--- src/rtl/dht11_reader_pkg.sv ---
// Shared types and frame layout for the DHT11 reader.
// Byte 4 is the first byte on the wire, byte 0 the checksum.
package dht11_reader_pkg;

    typedef enum logic [3:0] {
        S_IDLE,
        S_START,
        S_REL,
        S_ACK_LO,
        S_ACK_HI,
        S_BIT_LO,
        S_BIT_HI,
        S_CHECK,
        S_CONV,
        S_ERR
    } state_t;

    localparam int FRAME_BITS = 40;

    localparam int HUM_INT  = 4;
    localparam int HUM_DEC  = 3;
    localparam int TEMP_INT = 2;
    localparam int TEMP_DEC = 1;
    localparam int CSUM     = 0;

    function automatic logic [7:0] frame_byte(
        input logic [FRAME_BITS-1:0] f,
        input int                    idx
    );
        return f[idx*8 +: 8];
    endfunction

endpackage

--- src/rtl/dht11_reader_bin8_to_bcd2.sv ---
// Sequential divide-by-10 of an 8-bit value into two BCD digits.
// Values above 99 saturate to 9,9; done pulses once per start.
module bin8_to_bcd2 (
    input  logic       clk,
    input  logic       reset,
    input  logic       start,
    input  logic [7:0] bin,
    output logic       done,
    output logic [3:0] tens,
    output logic [3:0] ones
);

    logic       busy;
    logic [7:0] rem;

    always_ff @(posedge clk) begin
        if (reset) begin
            busy <= 1'b0;
            rem  <= 8'd0;
            tens <= 4'd0;
            ones <= 4'd0;
            done <= 1'b0;
        end else begin
            done <= 1'b0;
            if (start) begin
                busy <= 1'b1;
                ones <= 4'd0;
                if (bin > 8'd99) begin
                    rem  <= 8'd9;
                    tens <= 4'd9;
                end else begin
                    rem  <= bin;
                    tens <= 4'd0;
                end
            end else if (busy) begin
                if (rem >= 8'd10) begin
                    rem  <= rem - 8'd10;
                    tens <= tens + 4'd1;
                end else begin
                    ones <= rem[3:0];
                    busy <= 1'b0;
                    done <= 1'b1;
                end
            end
        end
    end

endmodule

--- src/rtl/dht11_reader.sv ---
// DHT11 single-wire poller: start pulse, 40-bit capture, checksum,
// and BCD conversion of integer humidity and temperature.
module dht11_reader
    import dht11_reader_pkg::*;
#(
    parameter int CLKS_PER_US   = 25,
    parameter int POLL_MS       = 2000,
    parameter int START_LOW_US  = 18000,
    parameter int TIMEOUT_US    = 200,
    parameter int BIT_THRESH_US = 50
) (
    input  logic       clk,
    input  logic       reset,
    input  logic       dht_in,
    output logic       dht_oe,
    output logic [3:0] hum_value_10,
    output logic [3:0] hum_value_1,
    output logic [3:0] temp_value_10,
    output logic [3:0] temp_value_1,
    output logic       data_valid,
    output logic       read_error
);

    localparam int PW = $clog2(CLKS_PER_US + 1);

    localparam logic [31:0] POLL_LAST  = 32'(POLL_MS * 1000 - 1);
    localparam logic [31:0] START_LAST = 32'(START_LOW_US - 1);
    localparam logic [31:0] TO_LAST    = 32'(TIMEOUT_US - 1);
    localparam logic [31:0] THRESH     = 32'(BIT_THRESH_US);

    logic                  sync1;
    logic                  line;
    logic [PW-1:0]         pre_cnt;
    logic                  tick;
    logic                  timed_out;
    state_t                state;
    logic [31:0]           timer;
    logic [FRAME_BITS-1:0] frame;
    logic [5:0]            bit_cnt;
    logic                  conv_sel;
    logic                  bcd_start;
    logic                  bcd_done;
    logic [7:0]            bcd_bin;
    logic [3:0]            bcd_tens;
    logic [3:0]            bcd_ones;
    logic [3:0]            hum_t;
    logic [3:0]            hum_o;
    logic [7:0]            csum_calc;
    logic                  csum_ok;

    always_ff @(posedge clk) begin
        if (reset) begin
            sync1 <= 1'b1;
            line  <= 1'b1;
        end else begin
            sync1 <= dht_in;
            line  <= sync1;
        end
    end

    always_ff @(posedge clk) begin
        if (reset || tick) pre_cnt <= '0;
        else               pre_cnt <= pre_cnt + 1'b1;
    end

    assign tick      = (pre_cnt == PW'(CLKS_PER_US - 1));
    assign timed_out = tick && (timer == TO_LAST);

    assign csum_calc = frame_byte(frame, HUM_INT)
                     + frame_byte(frame, HUM_DEC)
                     + frame_byte(frame, TEMP_INT)
                     + frame_byte(frame, TEMP_DEC);
    assign csum_ok   = (csum_calc == frame_byte(frame, CSUM));

    assign bcd_bin = conv_sel ? frame_byte(frame, TEMP_INT)
                              : frame_byte(frame, HUM_INT);

    bin8_to_bcd2 u_bcd (
        .clk   (clk),
        .reset (reset),
        .start (bcd_start),
        .bin   (bcd_bin),
        .done  (bcd_done),
        .tens  (bcd_tens),
        .ones  (bcd_ones)
    );

    always_ff @(posedge clk) begin
        if (reset) begin
            state         <= S_IDLE;
            timer         <= '0;
            frame         <= '0;
            bit_cnt       <= '0;
            conv_sel      <= 1'b0;
            bcd_start     <= 1'b0;
            hum_t         <= '0;
            hum_o         <= '0;
            dht_oe        <= 1'b0;
            hum_value_10  <= '0;
            hum_value_1   <= '0;
            temp_value_10 <= '0;
            temp_value_1  <= '0;
            data_valid    <= 1'b0;
            read_error    <= 1'b0;
        end else begin
            data_valid <= 1'b0;
            read_error <= 1'b0;
            bcd_start  <= 1'b0;
            if (tick) timer <= timer + 32'd1;
            unique case (state)
                S_IDLE: begin
                    if (tick && timer == POLL_LAST) begin
                        state  <= S_START;
                        timer  <= '0;
                        dht_oe <= 1'b1;
                    end
                end
                S_START: begin
                    if (tick && timer == START_LAST) begin
                        state  <= S_REL;
                        timer  <= '0;
                        dht_oe <= 1'b0;
                    end
                end
                // Ignore the first 2 us: the synchronizer still holds our own pulse.
                S_REL: begin
                    if (timed_out) begin
                        state <= S_ERR;
                        timer <= '0;
                    end else if (!line && timer >= 32'd2) begin
                        state <= S_ACK_LO;
                        timer <= '0;
                    end
                end
                S_ACK_LO: begin
                    if (timed_out) begin
                        state <= S_ERR;
                        timer <= '0;
                    end else if (line) begin
                        state <= S_ACK_HI;
                        timer <= '0;
                    end
                end
                S_ACK_HI: begin
                    if (timed_out) begin
                        state <= S_ERR;
                        timer <= '0;
                    end else if (!line) begin
                        state   <= S_BIT_LO;
                        timer   <= '0;
                        bit_cnt <= '0;
                    end
                end
                S_BIT_LO: begin
                    if (timed_out) begin
                        state <= S_ERR;
                        timer <= '0;
                    end else if (line) begin
                        state <= S_BIT_HI;
                        timer <= '0;
                    end
                end
                S_BIT_HI: begin
                    if (timed_out) begin
                        state <= S_ERR;
                        timer <= '0;
                    end else if (!line) begin
                        frame   <= {frame[FRAME_BITS-2:0], (timer > THRESH)};
                        bit_cnt <= bit_cnt + 6'd1;
                        timer   <= '0;
                        if (bit_cnt == 6'(FRAME_BITS - 1)) state <= S_CHECK;
                        else                               state <= S_BIT_LO;
                    end
                end
                S_CHECK: begin
                    timer <= '0;
                    if (csum_ok) begin
                        state     <= S_CONV;
                        conv_sel  <= 1'b0;
                        bcd_start <= 1'b1;
                    end else begin
                        state <= S_ERR;
                    end
                end
                S_CONV: begin
                    if (bcd_done) begin
                        if (!conv_sel) begin
                            hum_t     <= bcd_tens;
                            hum_o     <= bcd_ones;
                            conv_sel  <= 1'b1;
                            bcd_start <= 1'b1;
                        end else begin
                            hum_value_10  <= hum_t;
                            hum_value_1   <= hum_o;
                            temp_value_10 <= bcd_tens;
                            temp_value_1  <= bcd_ones;
                            data_valid    <= 1'b1;
                            state         <= S_IDLE;
                            timer         <= '0;
                        end
                    end
                end
                S_ERR: begin
                    read_error <= 1'b1;
                    state      <= S_IDLE;
                    timer      <= '0;
                end
                default: begin
                    state  <= S_IDLE;
                    timer  <= '0;
                    dht_oe <= 1'b0;
                end
            endcase
        end
    end

endmodule

--- config.mk ---
export PLATFORM = sky130hd
export DESIGN_NAME = dht11_reader
export DESIGN_NICKNAME = d
export VERILOG_FILES = /design/src/rtl/dht11_reader_pkg.sv /design/src/rtl/dht11_reader_bin8_to_bcd2.sv /design/src/rtl/dht11_reader.sv
export SDC_FILE = /design/constraint.sdc
export NUM_CORES = 1
export LEC_CHECK = 0
export ABC_CLOCK_PERIOD_IN_PS = 4640
export CORE_MARGIN = 2
export CORE_UTILIZATION = 37
export CTS_CLUSTER_SIZE = 20
export DETAILED_ROUTE_END_ITERATION = 6
export GPL_TIMING_DRIVEN = 1
export PLACE_DENSITY = 0.64
export SYNTH_ARGS = -nofsm -noshare
export SYNTH_HDL_FRONTEND = slang
export SYNTH_SLANG_ARGS = --single-unit
--- constraint.sdc ---
create_clock -name clk -period 4.64 [get_ports clk]
set_input_delay 0.696 -clock clk [delete_from_list [all_inputs] [get_ports clk]]
set_output_delay 0.696 -clock clk [all_outputs]
set_load 0.02 [all_outputs]
======== Word level (Yosys, flattened, before mapping) ========
Index checks and enable logic that the tools add are counted.
word-level totals
  register bits after elaboration ......... 136
  input bits .............................. 3
  output and inout port bits .............. 19
  word-level logic and storage cells ...... 157
cells by class
  multiplexer cells ....................... 59
  reductions and logical operators ........ 26
  equality and inequality tests ........... 29
  bitwise gates (word level) .............. 8
  $add $sub $neg .......................... 8
  $lt $le $gt $ge ......................... 4
operators with widths
  kind                     number
  $mux W32                 11
  $pmux W32 S6             1
  $mux W4                  18
  $mux W8                  5
  $pmux W4 S9              1
  $add A32 B1 Y32 const B  1
  $eq A32 B15 Y1 const B   1
  $eq A32 B21 Y1 const B   1
  $eq A32 B8 Y1 const B    1
  $ge A32 B2 Y1 const B    1
  $gt A32 B6 Y1 const B    1
  $add A8 B8 Y8            3
  $mux W6                  4
  $eq A4 B3 Y1 const B     4
  $ne A2 B2 Y1 const B     8
  $ne A3 B3 Y1 const B     5
  $reduce_and A3 Y1        5
  $mux W1                  14
  $pmux W6 S2              1
  $reduce_and A9 Y1        1
  $eq A4 B2 Y1 const B     2
  $eq A4 B4 Y1 const B     2
  $eq A8 B8 Y1             1
  $ge A8 B4 Y1 const B     1
  23 further kinds         41

======== Longest topological paths before layout ========
Gate-level depths: netlist of the first run.
  depth in word-level cells ............... 6
  mapped depth ............................ 12
  depth with buffers taken out ............ 12

======== Hierarchy ========
A second synthesis of the first run with hierarchy kept.
second synthesis, totals
  cell total of the unflattened synthesis .. 794
  area, all modules ....................... 6643.9 um^2
modules (own cells, without submodules)
  module        times used  sequential area each (um^2)  cells each  area an instance (um^2)
  dht11_reader  1           2362.3                       693         5753.0
  bin8_to_bcd2  1           360.3                        101         890.9

======== Worst setup path after synthesis of the first run ========
OpenSTA, ideal clock, no wires.
  path type ............................... reg-to-reg
  start point ............................. register frame[9]
  end point ............................... register conv_sel
  library setup time ...................... 0.126 ns
  period minus slack after synthesis ...... 3.200 ns
  slack ................................... 1.440 ns
  required time ........................... 4.514 ns
  cell stages (with the launch flop) ...... 13
  buffers on the path ..................... 0
  arrival ................................. 3.073 ns
  path through ............................ dfxtp_1 -> fa_1 -> inv_1 -> fa_1 -> inv_1 -> ha_1 -> fa_1 -> xnor2_1 -> nand4_1 -> nor2_1 -> o2111ai_1 -> or4_1 -> o2bb2ai_1
between the ends
  word-level cells in the longest chain between the ends .. 4
ends and longest elaborated chain
  item                         line                 RTL
  start, declared              dht11_reader.sv:38   logic [FRAME_BITS-1:0] frame;
  start signal, assigned       dht11_reader.sv:168  frame <= {frame[FRAME_BITS-2:0], (timer > THRESH)};
  $add A8 B8 Y8                dht11_reader.sv:72   + frame_byte(frame, TEMP_DEC);
  $eq A8 B8 Y1                 dht11_reader.sv:73   assign csum_ok = (csum_calc == frame_byte(frame, CSUM));
  $ne A2 B2 Y1 (no line)       n/a
  $reduce_and A3 Y1 (no line)  n/a
  end signal, assigned         dht11_reader.sv:94   conv_sel <= 1'b0;
  end signal, assigned         dht11_reader.sv:179  conv_sel <= 1'b0;
  end signal, assigned         dht11_reader.sv:190  conv_sel <= 1'b1;
  end, declared                dht11_reader.sv:40   logic conv_sel;
No other way between the ends.
A chain may end at the register's enable or synchronous reset.

======== Final worst setup path of the first run ========
Ends and elaborated chain as after synthesis.

==> metrics.csv, run 1 <==
stage,metric,value,unit
run_status,status,"complete, no violations",
final_layout,drive_gt1_share,6.274,%
synthesis,syn_area_per_cell,8.313,um2
critical_path,worstPathRequired,4.93,ns
clock_tree,clockBufferDepth,2,
die,rows,48,
clock_tree,path_clk_slew,0.06,ns
route,drtIter0Drc,306,
synthesis,yosys.area.top_type,dfxtp_1,
clock_tree,clk_latency,0.42,ns
critical_path,cp_cell_sequence,fa_1 -> inv_1 -> fa_1 -> inv_1 -> ha_1 -> fa_1 -> nand3_1 -> nand2_1 -> a31oi_1 -> xnor2_1 -> or4_1 -> o2bb2ai_1,
clock_tree,post_cts_resized,0,
global_route,grt_pass1_vias,4675,
synthesis,yosys.area_share.xor_xnor,8.094,%
critical_path,crit_slowest_cell,fa_1,
sta,clock.fmax,300.2,MHz
critical_path,cp_slowest_stage_delay,0.53,ns
synthesis,syn_inst,781,
route,wl_per_cell,12.69,um
critical_path,crit_path_max_fanout,3,
synthesis,synthArstFlopShare,0,%
global_route,grt_pass1_wl,22380,um
critical_path,cpLargestDelayFamily,adder cells,
clock_tree,h-tree-depth,4,
sta,post-route-period-util,71.79,%
sta,hold_viol,0,
synthesis,syn_area,6492,um2
critical_path,worstSetupPathType,reg -> reg,
clock_tree,cts_setup_buffers,0,
synthesis,yosys-top-cells-area,"dfxtp_1, nand2_1, a21oi_1",
die,fp.dieArea,18620,um2
sta,finalClockSkew,0.006880,ns
route,drt-vias-per-instance,4.953,
placement,dp_cells,990,
critical_path,cp.arrival,3.62,ns
route,wl,12970,um
global_route,gr-total-overflow,0,
flow_run,cap_violations,0,
global_route,antenna_found_initial,0,
die,start_util,37.67,%
clock_tree,clock_sinks,136,
clock_tree,cts_buffers,17,
clock_tree,tritoncts,done,
synthesis,ys.flop_type,dfxtp_1,
synthesis,synth_compound_area_share,12.28,%
pwr,cellPowerDensity,341.9,nW/um2
synthesis,ys_ff_latch,136,
worst_hold_path,hold_path_startpoint,sync1,
synthesis,synthAdderAreaFrac,7.015,%
route,ant_nets,0,
sta,rsz0062_at_grt,false,
route,via_count,5062,
synthesis,synth_edf_count,0,
critical_path,startpoint,frame[9],
pwr,vdd_drop_max,187.0,uV
global_route,grt_max_degree,65,
sta,setup_tns,0,ns
critical_path,critPathLaunchType,flip-flop,
sta,final_max_slew_viol_count,0,
sta,finalSetupViolations,0,
synthesis,yosysWarnings,0,
critical_path,r2r-start,frame[9],
die,die_w,136.5,um
die,coreArea,17240,um2
sta,tightest_slew,1.038,ns
die,die_h,136.5,um
critical_path,worst_setup_path_end_kind,flip-flop,
synthesis,synth-simple-area-share,24.40,%
placement,routabilityCongestion,0.8377,
synthesis,synth_fp_nets,812,
route,drc_errors,0,
final_layout,stdcell_count,1022,
synthesis,synthMuxAreaShare,1.580,%
clock_tree,root_buffer,clkbuf_16,
sta,post-route-min-period,3.331,ns
synthesis,ys_types,61,
final_layout,utilization,42.81,%
critical_path,crit_top_cell,fa_1,
global_route,grt_use_total,15.01,%
critical_path,cp_num_buf_inv,2,
placement,dp_hpwl,8885,um
worst_hold_path,min_path_type,reg -> reg,
clock_tree,hold_buffers,0,
placement,portBuffers,21,
pwr,p_leak,2.606,nW
synthesis,synth_top_family_by_area,simple AND/OR/NAND/NOR gates,
final_layout,antenna_cells,0,
synthesis,synth_top_area_share,41.93,%
synthesis,synth_seq_area_share,41.93,%
die,io_pins,22,
final_layout,area_growth,13.64,%
route,dr.pass1.iters,5,
sta,relSlewSlack,30.45,%
final_layout,final_nets,815,
## cells in the final DEF, fill, tap and decap left out, types with 2 or more instances in the layout
master           Yosys  routed
nand4b_1             4       4
nand4_1             18      18
nor2_1              91      91
xor2_1              33      33
inv_1               28      28
clkbuf_16            0      17
dfxtp_1            136     136
and3_1               6       6
or3_1                2       2
clkinv_2             0       5
clkdlybuf4s50_1      0      20
nand3_1             19      19
or2_2                4       4
clkinv_4             0       2
buf_4                4       3
nor2b_1              2       2
a21o_1               5       5
mux2_2               2       2
o21ai_0             10      10
bufinv_16            0       2
and2_1               4       4
or4_1                2       2
o22ai_1              2       2
o21a_1               4       4
nand2_1            159     159
xnor2_1             27      27
ha_1                14      14
o2111ai_1            2       2
a211o_1              2       2
nor3_1              11      11
a31oi_1              7       7
a211oi_1             5       5
nor4_1              11      11
o31ai_1              2       2
and4_1               4       4
nor4_2               2       2
fa_1                14      14
inv_6                0       3
mux2i_1              8       8
a21oi_1             78      78
## worst reg2reg max path: cells and delay by family, from the launching register on
| family | cells | cell delay [ns] |
|---|---|---|
| XOR/XNOR | 1 | 0.11 |
| AO/OA/AOI/OAI | 2 | 0.34 |
| AND/OR/NAND/NOR | 3 | 0.67 |
| buffers and inverters | 2 | 0.09 |
| adder cells (fa/ha/maj) | 4 | 1.65 |
| flip-flops | 1 | 0.33 |
## logic make-up (layout without fill, tap and decap cells)
group | Yosys count | in the layout
simple gates | 348 | 348
flops | 136 | 136
compound gates | 131 | 131
buf+inv | 68 | 84
xor+xnor | 60 | 60
fa+ha+maj | 28 | 28
mux | 10 | 10
## synth_stat cells, types with 5 or more instances
library cell	instances
nand2_1	159
xor2_1	33
dfxtp_1	136
mux2i_1	8
a31oi_1	7
and3_1	6
a21o_1	5
buf_2	10
nor3_1	11
ha_1	14
nor2_1	91
clkbuf_1	20
a21oi_1	78
xnor2_1	27
nor4_1	11
fa_1	14
nand3_1	19
o21ai_0	10
inv_1	28
nand4_1	18
a211oi_1	5
## per-layer routing
metal	vias to the layer above	GRT usage [%]	share of wire, %
met3	14	3.356	2.9
met2	63	22.61	44
met1	2346	20.55	51
met4	0	6.539	1.7
met5	-	0	0
li1	2639	-	-
## stage by stage
stage / setup WS, ns / total power, mW / hold WS (ns) / area [um2]
floorplan: 1.440 / 1.223 / 0.3895 / 6492
global placement: 1.345 / 1.230 / 0.3990 / 6802
detailed placement: 1.308 / 1.230 / 0.3972 / 6802
CTS: 1.297 / 2.554 / 0.4112 / 7378
global route: 1.151 / 2.611 / 0.4299 / 7378
finish: 1.309 / 2.522 / 0.4131 / 7378
## final cells by class
| type | instances | area [um2] |
|---|---|---|
| inverters | 28 | 105.1 |
| fillers | 1713 | 9858 |
| repair buffers | 24 | 227.7 |
| clock buffers | 18 | 429.2 |
| clock inverters | 14 | 147.6 |
| flip-flops and latches | 136 | 2723 |
| multi-input cells | 577 | 3465 |
| well taps | 225 | 281.5 |
## flip-flops by register name, summed over array words and instances (netlist names), 4 cells and up
| signal | flops |
|---|---|
| bit_cnt | 6 |
| frame | 40 |
| hum_o | 4 |
| hum_t | 4 |
| hum_value_1 | 4 |
| hum_value_10 | 4 |
| pre_cnt | 5 |
| state | 4 |
| temp_value_1 | 4 |
| temp_value_10 | 4 |
| timer | 32 |
| u_bcd.ones | 4 |
| u_bcd.rem | 8 |
| u_bcd.tens | 4 |
## final timing paths
path | end | slack, ns | depth (start not counted)
worst min register to register | line | 0.41 | 1
worst min-delay path | line | 0.41 | 1
worst max register to register | conv_sel | 1.31 | 12
worst max-delay path | conv_sel | 1.31 | 12
## report_power, final
| group | total [mW] | internal [mW] | switching [mW] |
|---|---|---|---|
| clock | 1.32 | 0.795 | 0.524 |
| combinational | 0.0298 | 0.00754 | 0.0223 |
| sequential | 1.17 | 1.17 | 0.00270 |
(Power assumes the default switching activity.)
==> run 2: changes to the inputs <==
- ABC_CLOCK_PERIOD_IN_PS: 4640 -> 3200
- clock period: 4.64 -> 3.2 ns (I/O delays scaled with it)
==> run 2 against run 1 <==
  * The flow now finishes with violations (setup timing)
  * Sequential cell count is the same
  * Register-to-register slack lost 1.4 ns
  * Sequential power grew 45%
  * Combinational power grew 52%
  * Critical endpoint unchanged
  * Largest cell class unchanged
  * Worst setup slack lost 1.4 ns
  * Global-route usage grew 0.52 points
  * Routed wire length grew 2.2%
  * Critical path depth is the same
  * Maximum frequency grew 1.5%
  * Final cell count grew 1.3%
  * Clock skew grew 0.0027 ns
==> metrics.csv, run 2 (same netlist as run 1, synthesis figures left out) <==
stage,metric,value,unit
run_status,status,finished with violations,
run_status,failed_checks,setup timing,
critical_path,cp_num_buf_inv,2,
critical_path,cp_cell_sequence,fa_1 -> inv_2 -> fa_1 -> inv_1 -> ha_2 -> fa_1 -> xnor2_1 -> nand4_1 -> nor2_1 -> o2111ai_2 -> or4_4 -> o2bb2ai_2,
final_layout,drive_gt1_share,8.272,%
critical_path,worst_setup_path_end_kind,flip-flop,
sta,tightest_slew,0.7397,ns
clock_tree,root_buffer,clkbuf_16,
sta,finalClockSkew,0.009579,ns
critical_path,crit_top_cell,fa_1,
flow_run,cap_violations,0,
global_route,gr-total-overflow,0,
clock_tree,hold_buffers,0,
global_route,grt_pass1_vias,4785,
sta,post-route-min-period,3.281,ns
final_layout,area_growth,16.00,%
die,coreArea,17240,um2
route,drtIter0Drc,258,
critical_path,critPathLaunchType,flip-flop,
clock_tree,cts_buffers,17,
final_layout,top_regs,"frame: 40 flops, timer: 32 flops, u_bcd.rem: 8 flops",
die,die_w,136.5,um
clock_tree,path_clk_slew,0.06,ns
sta,fin_ws,-0.08125,ns
final_layout,final_nets,828,
global_route,grt_pass1_wl,23160,um
worst_hold_path,hold_depth,1,
placement,detailed_place.area,6899,um2
final_layout,multi_input_area,3483,um2
die,io_pins,22,
critical_path,cp.arrival,3.58,ns
sta,rsz0062_at_grt,true,
critical_path,crit_slowest_cell,fa_1,
clock_tree,tritoncts,done,
route,ant_nets,0,
critical_path,worstPathRequired,3.50,ns
pwr,p_leak,2.691,nW
route,drc_errors,0,
sta,finalSetupViolations,2,
die,rows,48,
route,via_count,5177,
final_layout,regArea,2724,um2
clock_tree,clock_sinks,136,
route,dr.pass1.iters,5,
final_layout,antenna_cells,0,
sta,hold_viol,0,
final_layout,final_common_cell,nand2_1,
die,fp.dieArea,18620,um2
global_route,antenna_found_initial,0,
placement,portBuffers,21,
critical_path,cp_slowest_stage_delay,0.54,ns
critical_path,reg2regPathDepth,12,
clock_tree,clk_latency,0.42,ns
final_layout,stdcell_count,1035,
final_layout,final_cell_area,7531,um2
die,die_h,136.5,um
sta,final_max_slew_viol_count,0,
final_layout,largest_register_ffs,40,
placement,dp_cells,1003,
final_layout,top_register,frame,
clock_tree,h-tree-depth,4,
sta,relSlewSlack,50.51,%
placement,routabilityCongestion,0.7937,
critical_path,cp_num_cells,12,
route,wl_per_cell,12.80,um
critical_path,crit_path_max_fanout,2,
route,drt-vias-per-instance,5.002,
pwr,cellPowerDensity,502.3,nW/um2
route,wl,13250,um
sta,clock.fmax,304.8,MHz
clock_tree,clockBufferDepth,2,
worst_hold_path,min_path_type,reg -> reg,
final_layout,final.fill_count,1686,
global_route,grt_use_total,15.53,%
die,start_util,37.67,%
sta,post-route-period-util,102.5,%
critical_path,worstSetupPathType,reg -> reg,
final_layout,final_cell_mix,"nand2_1, dfxtp_1, nor2_1, a21oi_1, xor2_1",
global_route,grt_max_degree,61,
placement,dp_hpwl,9145,um
pwr,vdd_drop_max,305.5,uV
critical_path,cpLargestDelayFamily,adder cells,
-- run 2: changes by cell type in the layout (fill, tap and decap cells not counted), moves of 2 or more --
| cell | before | now |
|---|---|---|
| buf_4 | 3 | 16 |
| bufinv_16 | 2 | 4 |
| clkbuf_1 | 1 | 3 |
| inv_6 | 3 | 1 |
-- run 2: cell type report --
class                           instances  share of cell area [%]
Multi-Input combinational cell        577                   46.25
Clock inverter                         12                   2.326
Timing Repair Buffer                   37                   4.320
Inverter                               28                   1.396
Sequential cell                       136                   36.17
Tap cell                              225                   3.738
Clock buffer                           20                   5.798
-- run 2: repair_timing --
| action | in CTS | in global routing |
|---|---|---|
| pin swaps | 1 | 0 |
| resized for setup | 2 | 4 |
| buffers inserted | 0 | 0 |
| endpoints found under the setup margin | 2 | 3 |
-- run 2: per-layer routing --
layer | global-route usage, % | part of all wire [%] | routed length, um | vias to the layer above
li1 | - | - | - | 2670
met1 | 21.43 | 51 | 6749 | 2412
met2 | 23.17 | 44 | 5854 | 80
met3 | 3.468 | 3.3 | 440 | 15
met4 | 6.829 | 1.6 | 206 | 0
met5 | 0 | 0 | 0 | -
-- run 2: worst reg2reg max path: cells and delay by family (launching register included) --
family,cells,cell delay [ns]
adder cells (fa/ha/maj),4,1.70
flip-flops,1,0.33
AO/OA/AOI/OAI,2,0.24
XOR/XNOR,1,0.12
buffers and inverters,2,0.08
AND/OR/NAND/NOR,3,0.70
-- run 2: per-stage QoR --
step                total power, mW  util (%)  hold WS [ns]  setup TNS [ns]  worst slack (ns)
global route                  3.900     43.69        0.4321         -0.6128           -0.2896
detailed placement            1.785     40.03        0.4030         -0.1368          -0.09731
global placement              1.785     40.03        0.4004         -0.1143          -0.08513
floorplan                     1.773         -        0.3895               0         0.0003819
CTS                           3.821     43.60        0.4166         -0.1072          -0.07098
finish                        3.783     43.69        0.4127         -0.1335          -0.08125
-- run 2: path summary, 6_finish.rpt --
path | start | slack, ns | to
setup / recovery | frame[9] | -0.08 | conv_sel
hold / removal | sync1 | 0.41 | line
setup reg to reg | frame[9] | -0.08 | conv_sel
hold reg to reg | sync1 | 0.41 | line
-- run 2: power by group --
part           internal, mW  leakage [nW]  switching, mW
clock network          1.30         0.302          0.733
registers              1.70          1.10        0.00410
logic                0.0117          1.29         0.0335
==> run 3: changes to the inputs <==
- CORE_UTILIZATION: 37 -> 61
- PLACE_DENSITY: 0.64 -> 0.9
- SETUP_SLACK_MARGIN: unset -> 0.02
==> run 3 against run 2 <==
  * The run still ends with setup timing left
  * Count of clock-buffer cells in the layout is the same
  * Routed wire length increased by 12%
  * Combinational power up 4.6%
  * Largest cell class unchanged
  * Largest power group unchanged
==> metrics.csv, run 3 (same netlist as run 1, synthesis figures left out) <==
stage,metric,value,unit
critical_path,worst_setup_path_end_kind,flip-flop,
final_layout,final_nets,827,
critical_path,reg2regPathDepth,12,
clock_tree,cts_setup_buffers,0,
critical_path,cp_slowest_stage_delay,0.53,ns
clock_tree,path_clk_slew,0.06,ns
sta,tightest_slew,0.7202,ns
pwr,vdd_drop_max,417.6,uV
critical_path,crit_slowest_cell,fa_1,
worst_hold_path,hold_path_startpoint,sync1,
critical_path,r2r-end,conv_sel,
placement,dp_cells,913,
critical_path,r2r-start,frame[9],
global_route,grtUsageMet1,34.00,%
sta,finalSetupViolations,2,
route,drt-vias-per-instance,5.830,
final_layout,final.fill_count,706,
run_status,failed_checks,setup timing,
clock_tree,cts_buffers,17,
clock_tree,clock_sinks,136,
route,via_count,5509,
sta,post-route-min-period,3.400,ns
run_status,status,finished with violations,
global_route,met2_usage,44.85,%
route,dr.pass1.iters,5,
route,drtIter0Drc,459,
critical_path,worstPathRequired,3.62,ns
critical_path,crit_path_max_fanout,2,
pwr,cellPowerDensity,503.0,nW/um2
route,drc_errors,0,
worst_hold_path,min_to,line,
global_route,grt_pass1_vias,5393,
clock_tree,root_buffer,clkbuf_8,
final_layout,final_cell_area,7416,um2
final_layout,largest_register_ffs,40,
global_route,gr-total-overflow,0,
critical_path,worstSetupPathType,reg -> reg,
final_layout,antenna_cells,0,
route,wl_per_cell,15.65,um
worst_hold_path,hold_depth,1,
global_route,grt_max_degree,40,
clock_tree,tritoncts,done,
sta,clock.fmax,294.1,MHz
die,fp.dieArea,11480,um2
critical_path,cp_num_buf_inv,2,
clock_tree,clk_latency,0.54,ns
placement,portBuffers,21,
global_route,antenna_found_initial,0,
global_route,grt_util_met3,7.112,%
critical_path,r2r_slack,-0.20,ns
global_route,grt_most_used_layer,met2,
route,ant_nets,0,
critical_path,cp.arrival,3.82,ns
global_route,grt_use_total,27.22,%
critical_path,cp_cell_sequence,fa_1 -> inv_1 -> fa_1 -> inv_1 -> ha_2 -> fa_1 -> nand3_1 -> nand2_1 -> a31oi_1 -> xnor2_1 -> or4_4 -> o2bb2ai_1,
final_layout,top_regs,"frame: 40 flops, timer: 32 flops, u_bcd.rem: 8 flops",
pwr,p_leak,2.683,nW
placement,dp_hpwl,9864,um
placement,detailed_place.area,6793,um2
route,wl,14790,um
global_route,grt_pass1_wl,24870,um
final_layout,top_register,frame,
final_layout,stdcell_count,945,
critical_path,critPathLaunchType,flip-flop,
sta,post-route-period-util,106.2,%
die,rows,37,
die,coreArea,10320,um2
worst_hold_path,min_path_type,reg -> reg,
flow_run,cap_violations,0,
clock_tree,clockBufferDepth,2,
placement,place_ws,-0.1807,ns
final_layout,area_growth,14.22,%
sta,setup_tns,-0.3468,ns
final_layout,final_common_cell,nand2_1,
sta,hold_viol,0,
sta,finalClockSkew,0.009377,ns
sta,fin_ws,-0.1998,ns
die,die_w,107.2,um
die,die_h,107.2,um
final_layout,final_cell_mix,"nand2_1, dfxtp_1, nor2_1, a21oi_1, xor2_1",
final_layout,drive_gt1_share,8.405,%
die,start_util,62.89,%
critical_path,crit_top_cell,fa_1,
clock_tree,h-tree-depth,4,
pwr,power,3.730,mW
critical_path,cpLargestDelayFamily,adder cells,
sta,rsz0062_at_grt,true,
sta,relSlewSlack,51.82,%
clock_tree,hold_buffers,0,
placement,routabilityCongestion,0.9402,
die,io_pins,22,
sta,final_max_slew_viol_count,0,
run 3: power breakdown:
part / switching [mW] / leakage [nW] / internal (mW)
logic: 0.0345 / 1.29 / 0.0128
registers: 0.00414 / 1.10 / 1.70
clock network: 0.736 / 0.297 / 1.25
run 3: how the worst max path moves through the flow:
stage	from	end	slack (ns)	cells past startpoint
finish	frame[9]	conv_sel	-0.20	12
CTS	frame[9]	conv_sel	-0.1	12
global route	frame[9]	conv_sel	-0.28	12
floorplan	frame[9]	conv_sel	0.0004	12
global placement	frame[9]	conv_sel	-0.07	12
detailed placement	frame[9]	conv_sel	-0.18	12
run 3: cell type report:
class,instances,area [um2],share of cell area (%)
clock inverters,12,147.6,1.991
well taps,136,170.2,2.295
inverters,28,105.1,1.417
flip-flops and latches,136,2724,36.73
repair buffers,36,330.3,4.454
multi-input cells,577,3483,46.97
clock buffers,20,455.4,6.141
run 3: routing by layer:
layer | up-vias | routed length [um] | part of all wire [%]
met5 | - | 0 | 0
met4 | 0 | 322 | 2.2
met3 | 40 | 866 | 5.9
met2 | 197 | 7250 | 49
met1 | 2597 | 6351 | 43
li1 | 2675 | - | -
run 3: what timing repair did:
action / CTS / global route
setup endpoints to repair: 2 / 2
resized for setup: 2 / 3
pin swaps: 2 / 1
run 3: through the flow:
stage / util [%] / hold WS (ns)
6_report: 71.83 / 0.4128
5_1_grt: 71.83 / 0.4248
4_1_cts: 71.68 / 0.4034
3_5_place_dp: 65.80 / 0.4039
3_3_place_gp: 65.80 / 0.4086
2_1_floorplan: - / 0.3895
